<file path="src/rtl/sifh_hist_reader.sv">
// Histogram readout: walks every bin of every pixel, finds the peak bin per
// pixel, and clears each bin as it is read so the RAM is ready for the next
// acquisition.
//
// state | meaning
// ------+------------------------------------------------------------
// IDLE  | waiting for start while the writer is not accumulating
// READ  | issuing one RAM read per cycle for the current pixel
// DRAIN | last read's data arrives; final compare and clear
// OUT   | peak result presented, held until out_ready
// FIN   | one-cycle done pulse, then back to IDLE
module sifh_hist_reader #(
  parameter int BIN_W = 6,
  parameter int PIX_W = 2,
  parameter int CNT_W = 8
) (
  input  logic                   clk,
  input  logic                   res,
  input  logic                   start,
  input  logic                   acq_active,
  output logic [PIX_W+BIN_W-1:0] raddr,
  output logic                   rEnable,
  input  logic [CNT_W-1:0]       rdata,
  output logic [PIX_W+BIN_W-1:0] waddr,
  output logic                   wEnable,
  output logic                   busy,
  output logic                   out_valid,
  input  logic                   out_ready,
  output logic [PIX_W-1:0]       out_pixel,
  output logic [BIN_W-1:0]       peak_bin,
  output logic [CNT_W-1:0]       peak_count,
  output logic                   empty,
  output logic                   done
);

  localparam int AW = PIX_W + BIN_W;
  localparam logic [BIN_W-1:0] BIN_LAST = {BIN_W{1'b1}};
  localparam logic [PIX_W-1:0] PIX_LAST = {PIX_W{1'b1}};

  typedef enum logic [2:0] {
    S_IDLE,
    S_READ,
    S_DRAIN,
    S_OUT,
    S_FIN
  } state_t;

  state_t            state_q, state_d;
  logic [PIX_W-1:0]  pix_q;
  logic [BIN_W-1:0]  bin_q;
  logic              rd_pend_q;
  logic [AW-1:0]     rd_addr_q;
  logic [CNT_W-1:0]  max_cnt_q;
  logic [BIN_W-1:0]  max_bin_q;
  logic              init_pass;
  logic              next_pixel;

  // State register
  always_ff @(posedge clk) begin
    if (!res) state_q <= S_IDLE;
    else      state_q <= state_d;
  end

  // Next-state decode and state-driven outputs
  always_comb begin
    state_d    = state_q;
    raddr      = '0;
    rEnable    = 1'b1;
    busy       = 1'b1;
    out_valid  = 1'b0;
    done       = 1'b0;
    init_pass  = 1'b0;
    next_pixel = 1'b0;
    wEnable    = rd_pend_q;
    waddr      = rd_pend_q ? rd_addr_q : '0;
    case (state_q)
      S_IDLE: begin
        busy = 1'b0;
        if (start && !acq_active) begin
          state_d   = S_READ;
          init_pass = 1'b1;
        end
      end
      S_READ: begin
        raddr   = {pix_q, bin_q};
        rEnable = 1'b0;
        if (bin_q == BIN_LAST) state_d = S_DRAIN;
      end
      S_DRAIN: state_d = S_OUT;
      S_OUT: begin
        out_valid = 1'b1;
        if (out_ready) begin
          if (pix_q == PIX_LAST) begin
            state_d = S_FIN;
          end else begin
            state_d    = S_READ;
            next_pixel = 1'b1;
          end
        end
      end
      S_FIN: begin
        done    = 1'b1;
        state_d = S_IDLE;
      end
      default: state_d = S_IDLE;
    endcase
  end

  // Address counters, read pipeline and running maximum
  always_ff @(posedge clk) begin
    if (!res) begin
      pix_q     <= '0;
      bin_q     <= '0;
      rd_pend_q <= 1'b0;
      rd_addr_q <= '0;
      max_cnt_q <= '0;
      max_bin_q <= '0;
    end else begin
      rd_pend_q <= (state_q == S_READ);
      if (state_q == S_READ) begin
        rd_addr_q <= {pix_q, bin_q};
        bin_q     <= bin_q + 1'b1;
      end
      // The compare uses the bin index the data belongs to, not the current counter.
      if (rd_pend_q && (rdata > max_cnt_q)) begin
        max_cnt_q <= rdata;
        max_bin_q <= rd_addr_q[BIN_W-1:0];
      end
      if (init_pass || next_pixel) begin
        pix_q     <= init_pass ? '0 : pix_q + 1'b1;
        bin_q     <= '0;
        max_cnt_q <= '0;
        max_bin_q <= '0;
      end
      if (state_q == S_FIN) pix_q <= '0;
    end
  end

  assign out_pixel  = pix_q;
  assign peak_bin   = max_bin_q;
  assign peak_count = max_cnt_q;
  assign empty      = (state_q == S_OUT) && (max_cnt_q == '0);

endmodule

</file>
<file path="config.mk">
export PLATFORM = sky130hd
export DESIGN_NAME = sifh_hist_reader
export DESIGN_NICKNAME = d
export VERILOG_FILES = /design/src/rtl/sifh_hist_reader.sv
export SDC_FILE = /design/constraint.sdc
export NUM_CORES = 1
export LEC_CHECK = 0
export ABC_CLOCK_PERIOD_IN_PS = 3100
export CAP_MARGIN = 20
export CORE_UTILIZATION = 40
export CTS_BUF_LIST = sky130_fd_sc_hd__clkbuf_16
export DETAILED_ROUTE_END_ITERATION = 10
export PLACE_DENSITY_LB_ADDON = 0.08
export SYNTH_ARGS = -nofsm -noshare
export SYNTH_HDL_FRONTEND = slang
export SYNTH_SLANG_ARGS = --single-unit
</file>
<file path="constraint.sdc">
create_clock -name clk -period 3.1 [get_ports clk]
set_clock_uncertainty 0.2 [all_clocks]
set_input_delay 0.31 -clock clk [delete_from_list [all_inputs] [get_ports clk]]
set_output_delay 0.31 -clock clk [all_outputs]
set_load 0.01 [all_outputs]
</file>
==> impl_metrics.toml <==
[worst_setup_path]
worstSetupPathType = "reg2out"
path_max_fanout = 12
timing.rr.start = "peak_count[6]"
reg2regPathDepth = 7
arrival_ns = 1.97
crit_path_end_kind = "primary output"
critPathTopFamily = "buffers and inverters"
cp-start-kind = "register"
cp.required_ns = 2.59
rr_endpoint = "peak_bin[2]"
r2r_slack_ns = 0.91
critPathMaxStageDelay_ns = 0.57
path_buf_inv = 2
crit_chain = "nor3b_2 > buf_4 > and2_1 > clkdlybuf4s50_1"
slowest_stage = "clkdlybuf4s50_1"

[cts]
cts_tree = "yes"
clkSinkCount = 34
root_buffer = "clkbuf_16"
post_cts_buffers = 0
htreeDepth = 2
path_clk_slew_ns = 0.05
clock_latency_ns = 0.27
clockBufferDepth = 2
hold_buffers = 0
ctsResizeCount = 0
cts_buffers = 5

[placed_design]
port_buffers = 50
gp_congestion = 0.787
dp_hpwl_um = 2830

[route]
postRouteAntennaNets = 0
viasPerCell = 5.20
drt_iter0_drc = 97
drc_errors = 0
drtPass1Iterations = 4
via_count = 1560
routed_wirelength_um = 3990
avgRoutedWirePerCell_um = 13.3

[synthesis]
async_reset_ff_share_pct = 0
syn_nets = 221
yosys-top-cells-area = "dfxtp_1 (40%), and2_1 (9.1%), ha_1 (7.3%)"
syn_area_mm2 = 0.00171
ys_seq_area_share_pct = 39.7
synth_cell_types = 38
ys.warnings.count = 0
synth-edff-count = 0
synthFlopType = "dfxtp_1"
ys_ff_latch = 34
avgSynthCellArea_um2 = 8.65
netlist.area_leader.share_pct = 39.7
synth_top_cell_by_area = "dfxtp_1"
netlist_instances = 198

[timing]
hold_viol = 0
drv_slew = 0
setup_viol = 0
maxSlewHeadroom_pct = 46.8
fin_tns_setup_ns = 0
tightestPinTransition_ns = 0.797
post-route-period-util_pct = 79.8
min_period_ns = 2.48
whs_ns = 0.264
rsz0062_at_grt = "false"
fmax_mhz = 404

[grt]
antenna_found_initial = 0
grt_pass1_vias = 1424
grt_max_degree = 21
grt_pass1_wl_um = 6610
grt_overflow = 0
track_usage_pct = 19.9

[cells_and_area]
antennaDiodeCount = 0
nFillCells = 378
area_delta_synth_final_pct = 38.9
final_nets = 272
drive_gt1_share_pct = 5.60

[pwr]
p_int_mw = 0.804
switchingPower_mw = 0.256
power.share.clock_pct = 43.8
leakagePower_nw = 0.887
share_seq_of_total_power_pct = 43.8
pwr-share-comb_pct = 12.4
power.density_mw_per_mm2 = 445
sw_frac_of_total_pct = 24.1
ir_worst_vdd_uv = 281

[floorplanning]
fp.coreArea_mm2 = 0.00406
dieArea_mm2 = 0.00455
start_util_pct = 42.2
num_rows = 23
die_x_um = 67.4
boundaryPins = 51
die-height_um = 67.4

[min_path]
whs_endpoint = "peak_bin[3]"
hold_path_class = "reg2reg"
holdPathStages = 2
holdCritStartpoint = "peak_bin[3]"

[run]
drv_cap = 0

[run_status]
outcome = "finished, final reports clean"
-- through the flow --
| step | std cells | cell area, um^2 | util, % | setup slack (ns) | power [mW] |
|---|---|---|---|---|---|
| 2_1_floorplan | 198 | 1710 | - | 1.06 | 0.547 |
| 3_3_place_gp | 292 | 2240 | 55.3 | 0.621 | 0.606 |
| 3_5_place_dp | 292 | 2240 | 55.3 | 0.625 | 0.606 |
| 4_1_cts | 300 | 2380 | 58.6 | 0.610 | 1.07 |
| 5_1_grt | 300 | 2380 | 58.6 | 0.516 | 1.11 |
| 6_report | 300 | 2380 | 58.6 | 0.625 | 1.06 |
-- worst max-delay path by stage --
stage	end	start	depth (start not counted)	slack [ns]
after floorplan	peak_bin[4]	peak_count[7]	8	1.06
after global placement	peak_bin[0]	rdata[6]	7	0.62
after detailed placement	peak_bin[2]	rdata[7]	7	0.63
final	raddr[2]	state_q[0]	4	0.62
after CTS	raddr[2]	state_q[0]	4	0.61
after global routing	raddr[2]	state_q[0]	4	0.52
-- kinds of logic after synthesis --
kind of cell / count (synthesis) / synth area share [%]
and+or+nand+nor: 76 / 25.4
adders and majority gates: 10 / 7.30
AOI/OAI and AO/OA: 52 / 18.7
buffers and inverters: 20 / 5.70
xor gates and xnor gates: 5 / 2.56
DFF: 34 / 39.7
muxes: 1 / 0.584
-- cells in the mapped netlist (3+ instances only) --
master and n:
o21ai_0 7, o21a_1 7, nand2_1 7, nor2_1 7, dfxtp_1 34, ha_1 10
and2_1 25, o21ai_1 10, a21oi_1 18, xor2_1 3, nor2b_1 3, buf_2 6
inv_1 10, nand3_1 18, and3_1 3
-- cells in the final DEF (no fill, tap or decap), types with 2 or more instances in the layout --
cell / instances
ha_1: 10
a21boi_0: 2
nor2b_1: 3
and2_1: 25
nor2_1: 7
and3b_1: 2
xor2_1: 3
clkdlybuf4s50_1: 50
nand2_1: 7
o21a_1: 7
o21ai_1: 10
o21ai_0: 7
nor4_1: 2
nand4_1: 2
clkinv_1: 2
nand3_1: 18
nand2b_1: 2
and3_1: 3
a21oi_1: 18
xnor2_1: 2
dfxtp_1: 34
clkbuf_16: 5
buf_4: 3
inv_1: 11
-- layout make-up --
class	count	area, um^2	area share (%)
sequential	34	681	28.6
tap	50	62.6	2.63
clock inverter	3	12.5	0.526
timing repair buffer	53	523	22.0
multi-input combinational	144	935	39.3
inverter	11	41.3	1.74
clock buffer	5	125	5.26
-- worst register-to-register path, delay by kind of cell (launching register included) --
kind	cells	cell delay, ns
AO/OA/AOI/OAI	4	0.90
flip-flops	1	0.39
adder cells (fa/ha/maj)	1	0.29
buffers and inverters	1	0.08
AND/OR/NAND/NOR	1	0.18
-- routing by layer --
layer	share of wire (%)	wire length [um]	vias to the layer above	track usage [%]
met1	47	1870	727	24.2
met3	4.8	192	6	7.09
li1	-	-	793	-
met5	0	0	-	0
met2	47	1880	34	32.1
met4	1.4	57	0	7.18
-- power groups by stage --
stage	Clock, mW	Sequential [mW]	Combinational, mW
after floorplan	0	0.470	0.0769
after global placement	0	0.473	0.132
after detailed placement	0	0.474	0.132
after CTS	0.473	0.464	0.134
after global routing	0.498	0.466	0.147
final	0.464	0.464	0.132
-- flip-flops by register name, indices dropped and copies added (netlist names) --
signal,cells
wEnable,1
peak_bin,6
out_pixel,2
bin_q,6
rd_addr_q,8
peak_count,8
state_q,3
(Power assumes the default switching activity.)
